===== src/rtl/elevator_scheduler.sv =====
// elevator_scheduler: single-car, four-floor scheduler with latched hall and car calls.
// Latency: a call pulse shows in pend_up/pend_dn one cycle after it is sampled; IDLE acts on it the cycle after that.
// Backpressure: none; calls are latched. Optional macro DOOR_REOPEN_EN lets door_block hold the door open.
module elevator_scheduler #(
  parameter int TRAVEL_CYCLES = 8,
  parameter int DOOR_CYCLES   = 6
) (
  input  logic       clk,
  input  logic       reset,
  input  logic [3:0] hall_up,
  input  logic [3:0] hall_dn,
  input  logic [3:0] car_call,
  input  logic       door_block,
  output logic [1:0] cur_floor,
  output logic       motor_up,
  output logic       motor_dn,
  output logic       door_open,
  output logic       dir_up,
  output logic [3:0] pend_up,
  output logic [3:0] pend_dn
);
  localparam int TW = $clog2(TRAVEL_CYCLES);
  localparam int DW = $clog2(DOOR_CYCLES);
  localparam logic [TW-1:0] T_LAST = TW'(TRAVEL_CYCLES - 1);
  localparam logic [DW-1:0] D_LAST = DW'(DOOR_CYCLES - 1);

  typedef enum logic [1:0] {IDLE = 2'd0, MOVE_UP = 2'd1, MOVE_DN = 2'd2, DOOR = 2'd3} state_t;

  state_t          state_q, state_d;
  logic [1:0]      floor_q, floor_d;
  logic            dir_q, dir_d;
  logic [3:0]      pu_q, pd_q;
  logic [TW-1:0]   tcnt_q, tcnt_d;
  logic [DW-1:0]   dcnt_q, dcnt_d;

  logic [3:0] hu, hd, calls, set_u, set_d, clr_u, clr_d;
  logic [1:0] nxt_up, nxt_dn;
  logic       door_hit, hold_door;

  function automatic logic any_above(input logic [3:0] c, input logic [1:0] f);
    logic [3:0] m;
    m = 4'b1110 << f;
    return |(c & m);
  endfunction

  function automatic logic any_below(input logic [3:0] c, input logic [1:0] f);
    logic [3:0] m;
    m = 4'b0111 >> (2'd3 - f);
    return |(c & m);
  endfunction

  // Top floor has no up button, bottom floor has no down button.
  assign hu     = hall_up & 4'b0111;
  assign hd     = hall_dn & 4'b1110;
  assign calls  = pu_q | pd_q;
  assign nxt_up = floor_q + 2'd1;
  assign nxt_dn = floor_q - 2'd1;

  // A same-direction call at the open floor just keeps the door open instead of being queued.
  assign door_hit = (state_q == DOOR) &&
                    ((dir_q ? hu[floor_q] : hd[floor_q]) || car_call[floor_q]);

`ifdef DOOR_REOPEN_EN
  assign hold_door = door_hit || door_block;
`else
  logic door_block_unused;
  assign door_block_unused = door_block;
  assign hold_door = door_hit;
`endif

  // Sort incoming pulses into up/down pending sets relative to the car position.
  always_comb begin
    set_u = hu;
    set_d = hd;
    for (int i = 0; i < 4; i++) begin
      if (car_call[i]) begin
        if (2'(i) > floor_q)      set_u[i] = 1'b1;
        else if (2'(i) < floor_q) set_d[i] = 1'b1;
        else if (dir_q)           set_u[i] = 1'b1;
        else                      set_d[i] = 1'b1;
      end
    end
    if (door_hit) begin
      if (dir_q) set_u[floor_q] = 1'b0;
      else       set_d[floor_q] = 1'b0;
    end
  end

  // Next-state, counters and which pending calls get served (cleared).
  always_comb begin
    state_d = state_q;
    floor_d = floor_q;
    dir_d   = dir_q;
    tcnt_d  = tcnt_q;
    dcnt_d  = dcnt_q;
    clr_u   = 4'b0000;
    clr_d   = 4'b0000;
    case (state_q)
      IDLE: begin
        if (calls[floor_q]) begin
          state_d        = DOOR;
          dcnt_d         = '0;
          clr_u[floor_q] = 1'b1;
          clr_d[floor_q] = 1'b1;
        end else if (calls != 4'b0000) begin
          tcnt_d = '0;
          if (dir_q && any_above(calls, floor_q)) begin
            state_d = MOVE_UP;
          end else if (any_below(calls, floor_q)) begin
            state_d = MOVE_DN;
            dir_d   = 1'b0;
          end else begin
            state_d = MOVE_UP;
            dir_d   = 1'b1;
          end
        end
      end
      MOVE_UP: begin
        if (tcnt_q == T_LAST) begin
          floor_d = nxt_up;
          tcnt_d  = '0;
          if (pu_q[nxt_up] || !any_above(calls, nxt_up)) begin
            state_d       = DOOR;
            dcnt_d        = '0;
            clr_u[nxt_up] = 1'b1;
            if (!any_above(calls, nxt_up)) begin
              dir_d         = 1'b0;
              clr_d[nxt_up] = 1'b1;
            end
          end
        end else begin
          tcnt_d = tcnt_q + 1'b1;
        end
      end
      MOVE_DN: begin
        if (tcnt_q == T_LAST) begin
          floor_d = nxt_dn;
          tcnt_d  = '0;
          if (pd_q[nxt_dn] || !any_below(calls, nxt_dn)) begin
            state_d       = DOOR;
            dcnt_d        = '0;
            clr_d[nxt_dn] = 1'b1;
            if (!any_below(calls, nxt_dn)) begin
              dir_d         = 1'b1;
              clr_u[nxt_dn] = 1'b1;
            end
          end
        end else begin
          tcnt_d = tcnt_q + 1'b1;
        end
      end
      DOOR: begin
        if (hold_door) begin
          dcnt_d = '0;
        end else if (dcnt_q == D_LAST) begin
          state_d = IDLE;
        end else begin
          dcnt_d = dcnt_q + 1'b1;
        end
      end
      default: state_d = IDLE;
    endcase
  end

  // State registers; a clear beats a set on the same pending bit.
  always_ff @(posedge clk) begin
    if (reset) begin
      state_q <= IDLE;
      floor_q <= 2'd0;
      dir_q   <= 1'b1;
      pu_q    <= 4'b0000;
      pd_q    <= 4'b0000;
      tcnt_q  <= '0;
      dcnt_q  <= '0;
    end else begin
      state_q <= state_d;
      floor_q <= floor_d;
      dir_q   <= dir_d;
      pu_q    <= (pu_q | set_u) & ~clr_u;
      pd_q    <= (pd_q | set_d) & ~clr_d;
      tcnt_q  <= tcnt_d;
      dcnt_q  <= dcnt_d;
    end
  end

  assign cur_floor = floor_q;
  assign motor_up  = (state_q == MOVE_UP);
  assign motor_dn  = (state_q == MOVE_DN);
  assign door_open = (state_q == DOOR);
  assign dir_up    = dir_q;
  assign pend_up   = pu_q;
  assign pend_dn   = pd_q;
endmodule


===== config.mk =====
export PLATFORM = sky130hd
export DESIGN_NAME = elevator_scheduler
export DESIGN_NICKNAME = d
export VERILOG_FILES = /design/src/rtl/elevator_scheduler.sv
export SDC_FILE = /design/constraint.sdc
export NUM_CORES = 1
export LEC_CHECK = 0
export CAP_MARGIN = 15
export CORE_AREA = 2 2 63 65
export CTS_CLUSTER_DIAMETER = 120
export DETAILED_ROUTE_END_ITERATION = 6
export DIE_AREA = 0 0 65 67
export PLACE_DENSITY = 0.74
export SYNTH_ARGS = -nofsm -noshare
export SYNTH_HDL_FRONTEND = slang
export SYNTH_SLANG_ARGS = --single-unit

===== constraint.sdc =====
create_clock -name clk -period 4.3 [get_ports clk]
set_clock_uncertainty 0.15 [all_clocks]
set_input_delay 1.075 -clock clk [delete_from_list [all_inputs] [get_ports clk]]
set_output_delay 1.075 -clock clk [all_outputs]
set_load 0.05 [all_outputs]

* Word level (Yosys, flattened, before mapping)
Cells that the tools add are included.
** Storage, ports and cells
- Bits in registers :: 19
- Bits in latches :: 0
- RAM bits :: 0
- ROM bits :: 0
- Bits of input ports :: 15
- Output and inout bits :: 14
- Word-level logic and storage cells :: 194
- Memories :: 0
** Cells by class
- $add $sub $neg :: 6
- $mul :: 0
- Div/mod/pow operators :: 0
- Order comparisons :: 14
- Eq/ne operators :: 19
- Shift-type cells :: 4
- Multiplexer cells :: 105
- Bitwise operators :: 14
- Reductions and logical operators :: 25
** Operators by type and width (number)
- two-way mux 4 bit :: 15
- two-way mux 1 bit :: 52
- AND 4 bit :: 8
- two-way mux 3 bit :: 10
- two-way mux 2 bit :: 12
- one-hot mux 4 bit (3 select lines) :: 2
- OR reduction 4 bit :: 4
- inequality test 2 bit (second input constant) :: 7
- binary-select mux 1 bit (select 2 bit) :: 6
- NOT 4 bit :: 3
- bitwise OR 4 bit :: 3
- one-hot mux 3 bit (4 select lines) :: 1
- inequality test 2 x 1 -> 1 bit (second input constant) :: 5
- AND reduction 10 bit :: 1
- less-than comparator 2 x 3 -> 1 bit (second input constant) :: 3
- one-hot mux 2 bit (4 select lines) :: 1
- left shift 4 x 2 -> 4 bit (first input constant) :: 2
- >> shifter 3 x 2 -> 4 bit (first input constant) :: 2
- AND reduction 7 bit :: 1
- adder 3 x 1 -> 3 bit (second input constant) :: 2
- demux 1 bit (select 2 bit) :: 3
- equality test 3 bit (second input constant) :: 2
- greater-or-equal comparator 2 x 1 -> 1 bit (second input constant) :: 3
- inequality test 3 bit (second input constant) :: 2
- 22 further kinds :: 37

* Logic depth before layout (Yosys ltp)
- Depth in word-level cells :: 12
- Depth in mapped cells :: 9
- Gate-level depth less buffers :: 8

* Worst setup path after synthesis
No wires, ideal clock.
- Path type :: flip-flop to flip-flop
- Start point :: register floor_q[1], in the netlist cur_floor[1]
- End point :: register dcnt_q[1]
- Library setup time :: 0.088 ns
- Data arrival time :: 2.761 ns
- Required time :: 4.062 ns
- Path slack :: 1.301 ns
- Stages on the path, launching flop included :: 10
- Path buffers :: 1
- Clock period less this slack :: 2.999 ns
- Path through :: dfxtp_1 -> buf_2 -> inv_1 -> ha_1 -> mux4_2 -> nand2_1 -> a32oi_2 -> a21boi_4 -> and2_2 -> o32ai_2
** Between the ends
- Longest elaborated chain between the ends :: 9
- Elaborated cells between the ends (all ways) :: 35
- Classes of those cells :: add/sub (3); eq/ne (4); shift (2); mux (15); bitwise (2); reduce/logical (9)
** Ends and longest elaborated chain
- start: declaration :: line 30 : logic [1:0] floor_q, floor_d;
- start signal: assignment :: line 177 : floor_q <= floor_d;
- subtractor 2 x 1 -> 2 bit :: line 57 : assign nxt_dn = floor_q - 2'd1;
- subtractor 2 bit :: line 48 : m = 4'b0111 >> (2'd3 - f);
- >> shifter 3 x 2 -> 4 bit :: line 48
- AND 4 bit :: line 49 : return |(c & m);
- OR reduction 4 bit :: line 49
- zero test 1 bit
- logical OR 1 bit :: line 139 : if (pd_q[nxt_dn] || !any_below(calls, nxt_dn)) begin
- inequality test 2 x 1 -> 1 bit (no line)
- AND reduction 6 bit (no line)
- end signal: assignment :: line 182 : dcnt_q <= dcnt_d;
- end: declaration :: line 34 : logic [DW-1:0] dcnt_q, dcnt_d;
Parallel ways exist; a longest one is shown, timed or not. The select of a mux whose other input is x is not followed.
A chain may end at the register's enable or synchronous reset.

* Worst setup path after layout
- Start point :: register state_q[1]
- End point :: output door_open
** Between the ends
- Longest elaborated chain between the ends :: 1
** Ends and longest elaborated chain
- start: declaration :: line 29 : state_t state_q, state_d;
- start signal: assignment :: line 176 : state_q <= state_d;
- equality test 2 bit :: line 189 : assign door_open = (state_q == DOOR);
- end: declaration :: line 17 : output logic door_open,
Every way passes these cells.

==> qor.yml <==
run_status:
  status: "complete, no violations"
route:
  postRouteAntennaNets: 0
  remaining_drc_errors: 0
  via_per_inst: 6.20
  routed_wl_mm: 4.73
  drtPass1Iterations: 4
  drt_iter0_drc: 194
  wl_per_cell_microns: 16.6
  vias: 1767
worst_setup_path:
  crit_required_ns: 3.07
  crit_fanout: 15
  crit_buf_inv: 1
  r2r_setup_slack_ns: 1.26
  worstPathArrival_ns: 2.13
  crit_type: "reg2out"
  slowest_stage: "clkdlybuf4s50_1"
  cp_cell_sequence: "ha_1 -> clkdlybuf4s50_1"
  r2r-start: "cur_floor[0]"
  critPathCaptureType: "primary output"
  cp_slowest_stage_delay_ns: 0.92
  ff2ff_path_depth: 8
  crit_start: "state_q[1]"
  reg2reg_to: "pend_dn[3]"
  crit_path_start_kind: "flop"
  critical_path.top_delay_family: "buffers and inverters"
finish:
  area_growth_pct: 17.8
  diodes: 0
  final_common_cell: "clkdlybuf4s50_1"
  final_nets: 269
  final_cell_mix: "clkdlybuf4s50_1, nor2_1, dfxtp_1, nand2_1, ha_1"
  drive_above_1_share_pct: 13.9
floorplan:
  die_area_sq_um: 4360
  die_w_microns: 65
  core-area_sq_um: 3610
  initial_core_util_pct: 49.5
  ios: 29
  die_h_microns: 67
  fp-row-count: 22
sta:
  relSlewSlack_pct: 59.5
  rsz0062_at_grt: "false"
  fin_crit_ns: 3.35
  worst_slew_pin_slew_ns: 0.607
  setup_viol: 0
  hold_ws_ns: 0.354
  fin_crit_sh_pct: 77.9
  tns_ns: 0
  max_freq_ghz: 0.298
  drv_slew: 0
  finalHoldViolations: 0
yosys:
  async_flop_share_pct: 0
  synth-edff-count: 0
  synth-main-ff-cell: "dfxtp_1"
  syn_inst: 215
  yosysWarnings: 0
  synth.distinct_cells: 59
  synth_area_sq_um: 1780
  syn_avg_cell_area_sq_um: 8.30
  syn_nets: 246
  ys_seq_elements: 19
  ys_seq_area_share_pct: 21.3
cts:
  clk_latency_ns: 0.26
  cts-htree-levels: 1
  post_cts_buffers: 0
  ctsRootBufferMaster: "clkbuf_8"
  cts_resized: 0
  cts_buffer_depth: 2
  clock-sinks: 19
  cts_buffers: 3
  postCtsHoldBufs: 0
  path_clk_slew_ns: 0.08
  cts_tree: "done"
global_route:
  grt.overflow.total: 0
  antenna_found_initial: 0
  grt_pass1_vias: 1606
  grt_usage_pct: 23.9
  grt_max_degree: 17
  grt_pass1_wl_mm: 7.88
place:
  hpwl_mm: 3.62
  portBuffers: 25
  place.gp.congestion: 0.926
power_and_ir_drop:
  leakagePower_nw: 0.773
  ir_drop_mv: 0.289
  powerDensity_nw_per_um2: 450
hold_path:
  hold_path_depth: 1
  hold_path_class: "reg2reg"
  min-delay-start: "tcnt_q[1]"
  holdPathEnd: "tcnt_q[1]"
job:
  maxCapViolCount: 0
## area by class of cell
cell class,instances,area [sq um]
sequential,19,380
multi-input combinational,174,1300
fill,351,1500
inverter,13,48.8
timing repair buffer,27,265
clock buffer,4,45.0
tap,48,60.1
## worst max-delay path by stage
stage | endpoint | depth (start not counted) | slack, ns
after floorplan | dcnt_q[1] | 9 | 1.30
after global placement | pend_up[1] | 7 | 1.11
after detailed placement | pend_up[0] | 7 | 1.08
after CTS | door_open | 2 | 0.95
after global routing | door_open | 2 | 0.83
final | door_open | 2 | 0.95
## power by group
part | switching (W) | internal, W
sequential | 0.0000492 | 0.000205
clock | 0.0000650 | 0.0000660
combinational | 0.000337 | 0.000223
## cells in the mapped netlist (4+ instances only)
| cell | instances | area share (%) |
|---|---|---|
| nor2_1 | 20 | 4.2 |
| a22oi_1 | 4 | 1.7 |
| inv_1 | 12 | 2.5 |
| buf_4 | 4 | 1.7 |
| nand3_1 | 4 | 1.1 |
| or2_2 | 4 | 1.4 |
| nor3_1 | 4 | 1.1 |
| nor2b_1 | 5 | 1.8 |
| ha_1 | 16 | 11 |
| and3_1 | 4 | 1.4 |
| a311oi_1 | 5 | 2.5 |
| nand2_1 | 17 | 3.6 |
| dfxtp_1 | 19 | 21 |
| a21oi_1 | 11 | 3.1 |
| nand2b_1 | 4 | 1.4 |
| a2111oi_2 | 5 | 4.2 |
| o21bai_1 | 4 | 1.7 |
| o21ai_0 | 15 | 4.2 |
## sequential cells by signal, indices dropped and copies added, names as in the netlist
register / cells
cur_floor: 2
dcnt_q: 3
dir_up: 1
pend_dn: 4
pend_up: 4
state_q: 2
tcnt_q: 3
## logic make-up (layout without fill, tap and decap cells)
| group | after synthesis | in the layout | share of synthesized area, % |
|---|---|---|---|
| compound gates | 75 | 75 | 33.7 |
| xor+xnor | 1 | 1 | 0.491 |
| fa+ha+maj | 16 | 16 | 11.2 |
| buf+inv | 22 | 44 | 5.68 |
| flops | 19 | 19 | 21.3 |
| mux | 5 | 5 | 5.12 |
| simple gates | 77 | 77 | 22.4 |
## stage by stage
| stage | instances | utilization [%] | total power, W | setup WS [ns] | instance area (sq um) |
|---|---|---|---|---|---|
| 2_1_floorplan | 215 | - | 0.000674 | 1.30 | 1780 |
| 3_3_place_gp | 281 | 57.0 | 0.000806 | 1.11 | 2060 |
| 3_5_place_dp | 281 | 57.0 | 0.000814 | 1.08 | 2060 |
| 4_1_cts | 285 | 58.3 | 0.000946 | 0.947 | 2100 |
| 5_1_grt | 285 | 58.3 | 0.00101 | 0.828 | 2100 |
| 6_report | 285 | 58.3 | 0.000945 | 0.949 | 2100 |
## per-layer routing
layer | vias up | share of wire (%) | GRT usage, %
met5 | - | 0 | 0
met4 | 0 | 1.6 | 7.18
met3 | 9 | 7.2 | 3.89
met2 | 68 | 46 | 37.6
met1 | 829 | 45 | 33.4
li1 | 861 | - | -
## worst register-to-register path, stage by stage (launching register included)
cell	delay (ns)
dfxtp_1	0.70
inv_2	0.18
ha_1	0.45
mux4_2	0.54
a31oi_1	0.22
nor2_1	0.12
a22oi_2	0.15
a21oi_1	0.10
a2111oi_2	0.32
(Power assumes the default switching activity.)
